## src/rtl/verilog_alu.sv

```systemverilog
// Registered RV32I integer ALU: decodes OP / OP-IMM instruction words,
// executes the arithmetic/logic operation on the supplied operand values
// and registers the 32-bit result together with an illegal-instruction flag.
// No handshake: every cycle is a new operation. The result and the flag
// appear one edge after the inputs that produced them.
module verilog_alu (
    input  logic        clk,
    input  logic        rst_n,
    input  logic [31:0] rs1,
    input  logic [31:0] rs2,
    input  logic [31:0] I,
    output logic [31:0] o,
    output logic        illegal
);

    localparam logic [6:0] OPC_OP     = 7'b0110011;
    localparam logic [6:0] OPC_OP_IMM = 7'b0010011;
    localparam logic [6:0] F7_BASE    = 7'b0000000;
    localparam logic [6:0] F7_ALT     = 7'b0100000;

    // Selected ALU operation after decode; ALU_NONE marks an unsupported word.
    typedef enum logic [3:0] {
        ALU_NONE,
        ALU_ADD,
        ALU_SUB,
        ALU_SLL,
        ALU_SLT,
        ALU_SLTU,
        ALU_XOR,
        ALU_SRL,
        ALU_SRA,
        ALU_OR,
        ALU_AND
    } alu_op_e;

    logic [6:0]  w_opcode;
    logic [2:0]  w_funct3;
    logic [6:0]  w_funct7;
    logic [31:0] w_imm;
    logic        w_is_r;
    logic        w_is_i;
    logic [31:0] w_b;
    logic [4:0]  w_shamt;
    alu_op_e     w_op;
    logic [31:0] w_result;
    logic        w_illegal;

    logic [31:0] r_o;
    logic        r_illegal;

    assign w_opcode = I[6:0];
    assign w_funct3 = I[14:12];
    assign w_funct7 = I[31:25];
    assign w_imm    = {{20{I[31]}}, I[31:20]};
    assign w_is_r   = (w_opcode == OPC_OP);
    assign w_is_i   = (w_opcode == OPC_OP_IMM);

    // Operand B and shift amount: rs2 for register ops, immediate/shamt for
    // immediate ops (shamt is I[24:20], i.e. the low five immediate bits).
    assign w_b     = w_is_r ? rs2 : w_imm;
    assign w_shamt = w_b[4:0];

    // Decode opcode/funct3/funct7 into one operation or ALU_NONE.
    always_comb begin
        w_op = ALU_NONE;
        if (w_is_r) begin
            if (w_funct7 == F7_BASE) begin
                case (w_funct3)
                    3'b000:  w_op = ALU_ADD;
                    3'b001:  w_op = ALU_SLL;
                    3'b010:  w_op = ALU_SLT;
                    3'b011:  w_op = ALU_SLTU;
                    3'b100:  w_op = ALU_XOR;
                    3'b101:  w_op = ALU_SRL;
                    3'b110:  w_op = ALU_OR;
                    default: w_op = ALU_AND;
                endcase
            end else if (w_funct7 == F7_ALT) begin
                if (w_funct3 == 3'b000) begin
                    w_op = ALU_SUB;
                end else if (w_funct3 == 3'b101) begin
                    w_op = ALU_SRA;
                end
            end
        end else if (w_is_i) begin
            // funct7 field is immediate payload except for the shift forms.
            case (w_funct3)
                3'b000:  w_op = ALU_ADD;
                3'b001:  w_op = (w_funct7 == F7_BASE) ? ALU_SLL : ALU_NONE;
                3'b010:  w_op = ALU_SLT;
                3'b011:  w_op = ALU_SLTU;
                3'b100:  w_op = ALU_XOR;
                3'b101: begin
                    if (w_funct7 == F7_BASE) begin
                        w_op = ALU_SRL;
                    end else if (w_funct7 == F7_ALT) begin
                        w_op = ALU_SRA;
                    end
                end
                3'b110:  w_op = ALU_OR;
                default: w_op = ALU_AND;
            endcase
        end
    end

    // Execute the decoded operation; unsupported words produce zero.
    always_comb begin
        w_result  = 32'd0;
        w_illegal = 1'b0;
        case (w_op)
            ALU_ADD:  w_result = rs1 + w_b;
            ALU_SUB:  w_result = rs1 - w_b;
            ALU_SLL:  w_result = rs1 << w_shamt;
            ALU_SLT:  w_result = {31'd0, ($signed(rs1) < $signed(w_b))};
            ALU_SLTU: w_result = {31'd0, (rs1 < w_b)};
            ALU_XOR:  w_result = rs1 ^ w_b;
            ALU_SRL:  w_result = rs1 >> w_shamt;
            ALU_SRA:  w_result = $unsigned($signed(rs1) >>> w_shamt);
            ALU_OR:   w_result = rs1 | w_b;
            ALU_AND:  w_result = rs1 & w_b;
            default: begin
                w_result  = 32'd0;
                w_illegal = 1'b1;
            end
        endcase
    end

    // Output register; reset clears both outputs without waiting for a clock.
    always_ff @(posedge clk or negedge rst_n) begin
        if (!rst_n) begin
            r_o       <= 32'd0;
            r_illegal <= 1'b0;
        end else begin
            r_o       <= w_result;
            r_illegal <= w_illegal;
        end
    end

    assign o       = r_o;
    assign illegal = r_illegal;

endmodule

```

## config.mk

```make
export PLATFORM = sky130hd
export DESIGN_NAME = verilog_alu
export DESIGN_NICKNAME = d
export VERILOG_FILES = /design/src/rtl/verilog_alu.sv
export SDC_FILE = /design/constraint.sdc
export NUM_CORES = 1
export LEC_CHECK = 0
export ABC_CLOCK_PERIOD_IN_PS = 800
export BUFFER_PORTS_ARGS = -buffer_cell sky130_fd_sc_hd__buf_2
export CAP_MARGIN = 20
export CORE_ASPECT_RATIO = 2
export CORE_MARGIN = 10
export CORE_UTILIZATION = 55
export CTS_BUF_LIST = sky130_fd_sc_hd__clkbuf_16
export DETAILED_ROUTE_END_ITERATION = 10
export PLACE_DENSITY_LB_ADDON = 0.25
export SYNTH_ARGS = -nofsm -noshare
export SYNTH_HDL_FRONTEND = slang
export SYNTH_SLANG_ARGS = --single-unit
```

## constraint.sdc

```tcl
create_clock -name clk -period 0.8 [get_ports clk]
set_input_delay 0.04 -clock clk [delete_from_list [all_inputs] [get_ports clk]]
set_output_delay 0.04 -clock clk [all_outputs]
set_load 0.05 [all_outputs]
```

==> impl_metrics.tcl, run 1 <==
set metrics [dict create \
    yosysWarnings 0 \
    synth_flop_cell "dfrtp_1" \
    synth_edf_count 0 \
    synth-compound-area-share_pct 37.3 \
    avgSynthCellArea_um2 6.87 \
    yosysMostFrequentCell "nand2_1" \
    lastStage "5_1_grt" \
    num_rows 73 \
    port_buffers 120 \
    place_hpwl_um 56000 \
    synth_area_leaders "ha_1, mux2i_1, dfrtp_1" \
    fp.dieW_um 120 \
    pre_cts_slack_ns -3.40 \
    async_flop_share_pct 100 \
    syn-num-nets 1798 \
    status "did not finish" \
    grt_use_total_pct 87.9 \
    synth_top_cell_by_area "ha_1" \
    place_inst 2516 \
    ios 131 \
    synth_area_um2 11000 \
    grt_pass1_wl_um 183000 \
    ys_seq_area_share_pct 7.48 \
    synth_top_family_by_area "compound AO/OA/AOI/OAI gates" \
    h-tree-depth 2 \
    die_h_um 220 \
    root_buffer "clkbuf_16" \
    gp_congestion 1.40 \
    synthSimpleGateAreaFrac_pct 22.8 \
    clkSinkCount 33 \
    yosysTopAreaCellShare_pct 10.4 \
    start_util_pct 55.7 \
    ys_types 89 \
    tool.error "[ERROR GRT-0116] Global routing finished with congestion. Check the congestion regions in the DRC Viewer." \
    max-clock-path-buffers 2 \
    synth_common_cells "nand2_1, a21oi_1, o21ai_0" \
    numCtsBuffers 5 \
    grt_start_max_net_pins 55 \
    synthCells 1607 \
    synth-adder-area-share_pct 10.6 \
    synth_xor_area_share_pct 1.19 \
    grt_pass1_vias 25860 \
    synthMuxAreaShare_pct 12.2 \
    synth_seq_cells 33 \
    grt-ovfl-total 1078 \
]
-- repair_timing --
| item | CTS |
|---|---|
| buffers inserted | 62 |
| endpoints found under the hold margin | 33 |
| pin swaps | 75 |
| hold buffers | 1 |
| gates resized for setup | 368 |
| gates cloned | 4 |
| setup endpoints to repair | 66 |
-- stage by stage --
step / setup TNS, ns / cell area (um^2)
CTS: -79.01 / 19100
detailed placement: -93.68 / 16900
global placement: -88.71 / 16900
floorplan: -83.90 / 11500
-- routing by layer --
metal	GRT usage (%)	overflow
met3	75.7	28
met1	78.2	19
met5	55.3	5
met2	107	760
met4	96.4	266
-- cell families after synthesis --
| logic type | Yosys count |
|---|---|
| muxes | 115 |
| adders and majority gates | 93 |
| and+or+nand+nor | 512 |
| xor gates and xnor gates | 15 |
| buffers and inverters | 236 |
| AOI/OAI and AO/OA | 603 |
| DFF | 33 |
==> inputs of run 2 (changes only) <==
Settings changed: CORE_ASPECT_RATIO 2 to default, CORE_UTILIZATION 55 to 40, CTS_BUF_LIST sky130_fd_sc_hd__clkbuf_16 to default, PLACE_DENSITY_LB_ADDON 0.25 to 0.15.
==> impl_metrics.tcl, run 2 <==
set metrics [dict create \
    nets 2547 \
    synth_area_um2 11000 \
    synth_edf_count 0 \
    root_buffer "clkbuf_16" \
    maxCapViolations 0 \
    powerDensity_nw_per_um2 871 \
    drcViolationCount 0 \
    drt_wl_total_um 74100 \
    ios 131 \
    cp_max_fo 3 \
    synthCells 1607 \
    setup_viol 66 \
    tightestPinTransition_ns 0.872 \
    finalHoldViolCount 0 \
    grt_pass1_vias 16831 \
    synth_common_cells "nand2_1, a21oi_1, o21ai_0" \
    place_hpwl_um 57100 \
    finalMaxSlewViolations 0 \
    irDropWorstVdd_mv 0.834 \
    num_rows 60 \
    crit_type "input pin to register" \
    drt_first_pass_iters 6 \
    wl_per_cell_um 27.1 \
    endpoint_kind "register" \
    clkTransAtPathRegs_ns 0.07 \
    status "finished, violations left" \
    hold_slack_ns 0.186 \
    die_area_um2 34700 \
    gp_congestion 1.09 \
    grt-ovfl-total 0 \
    fillers 2085 \
    grt_use_total_pct 39.8 \
    final_common_cell "buf_4" \
    max-slew-margin-rel_pct 41.8 \
    fp.dieW_um 186 \
    largest_reg_flops 32 \
    leakagePower_nw 9.43 \
    final_cell_mix "buf_4, nand2_1, nor2_1, buf_6, buf_2" \
    yosysTopAreaCellShare_pct 10.4 \
    fin_crit_ns 3.52 \
    seqPwrFrac_pct 10.5 \
    drive_above_1_share_pct 52.6 \
    ant_nets 0 \
    die_h_um 186 \
    num_vias 17841 \
    syn-num-nets 1798 \
    synth_flop_cell "dfrtp_1" \
    max-clock-path-buffers 2 \
    h-tree-depth 2 \
    startpoint_type "input pin" \
    failed_checks "setup timing" \
    core_area_um2 27100 \
    post-route-util_pct 74.8 \
    place_area_um2 17100 \
    rsz0062_at_grt "yes" \
    numCtsBuffers 5 \
    power.share.switching_pct 48.2 \
    area_growth_pct 83.5 \
    avgSynthCellArea_um2 6.87 \
    start_util_pct 40.8 \
    critPathRequiredTime_ns 0.96 \
    yosysWarnings 0 \
    clkSinkCount 33 \
    p_total_mw 17.7 \
    async_flop_share_pct 100 \
    drt_iter0_drc 2741 \
    power_switching_mw 8.51 \
    synth_top_cell_by_area "ha_1" \
    clock_power_share_pct 12.0 \
    design_area_um2 20300 \
    vias_per_cell 6.54 \
    ys_seq_area_share_pct 7.48 \
    p_int_mw 9.14 \
    grt_pass1_wl_um 104000 \
    post-route-period-util_pct 441 \
    port_buffers 120 \
    setup_ws_ns -2.72 \
    grt_start_max_net_pins 55 \
    fmax_mhz 284 \
    hp-class "input pin to asynchronous set/reset pin" \
    synth_seq_cells 33 \
    critPathArrivalTime_ns 3.68 \
    pwr-share-comb_pct 77.5 \
    synth_area_leaders "ha_1, mux2i_1, dfrtp_1" \
    tritoncts "yes" \
    yosysMostFrequentCell "nand2_1" \
    antenna_found_initial 4 \
    ys_types 89 \
]
[run 2: power by group through the flow]
| stage | logic, mW | registers, mW | clock network [mW] |
|---|---|---|---|
| finish | 13.7 | 1.85 | 2.11 |
| detailed placement | 10.8 | 1.85 | 0 |
| floorplan | 4.84 | 2.28 | 0 |
| CTS | 12.2 | 1.85 | 2.07 |
| global placement | 10.7 | 1.85 | 0 |
| global route | 14.2 | 1.86 | 2.16 |
[run 2: routing by layer]
metal	up-vias	track usage (%)	wire (um)
met3	343	8.79	9840
met5	-	0	13
met4	2	20.7	5250
met2	1449	60.6	30800
met1	8432	51.7	28200
li1	7615	-	-
[run 2: worst paths after layout]
path,from,end,cells after the start
setup / recovery,I[2],o[28],16
min in group clk,rs1[13],o[13],4
max in group asynchronous,rst_n,o[29],3
hold / removal,rst_n,o[11],2
[run 2: timing repair]
action | 4_1_cts | 5_1_grt
resized for setup | 329 | 208
setup buffers | 43 | 44
pin swaps | 91 | 105
cloned | 2 | 0
endpoints found under the setup margin | 66 | 66
hold buffers | 1 | 0
hold endpoints to repair | 33 | 0
[run 2: per-stage QoR]
step / std cells / setup slack [ns] / setup TNS (ns)
6_report: 2730 / -2.72 / -80.61
5_1_grt: 2730 / -2.80 / -83.09
4_1_cts: 2695 / -2.71 / -78.75
3_5_place_dp: 2645 / -3.37 / -93.29
3_3_place_gp: 2645 / -3.28 / -91.76
2_1_floorplan: 1607 / -3.08 / -83.90
[run 2: logic make-up after synthesis]
| group | Yosys count | synth area share [%] |
|---|---|---|
| muxes | 115 | 12.2 |
| xor gates and xnor gates | 15 | 1.19 |
| adders and majority gates | 93 | 10.6 |
| buffers and inverters | 236 | 8.45 |
| and+or+nand+nor | 512 | 22.8 |
| DFF | 33 | 7.48 |
| AOI/OAI and AO/OA | 603 | 37.3 |
[run 2: critical path: stages]
cell and delay (ns):
buf_6 0.09, or4b_4 0.56, buf_6 0.16, o21ai_4 0.16, nand2_4 0.08, ha_4 0.17, fa_2 0.37, a21oi_4 0.21
o22ai_4 0.12, a211o_1 0.37, o2111a_2 0.33, nor4_2 0.21, o21ai_2 0.11, a41oi_2 0.22, mux2i_1 0.32, nand4_1 0.14
[run 2: area by class of cell]
class	count	area, um^2	area share (%)
sequential	33	826	4.07
inverter	104	407	2.01
clock buffer	5	125	0.617
clock inverter	3	17.5	0.0864
tap	372	465	2.30
multi-input combinational	1338	11400	56.3
antenna	1	2.50	0.0123
timing repair buffer	874	7020	34.6
No activity file was read; power rests on OpenSTA's default activity.
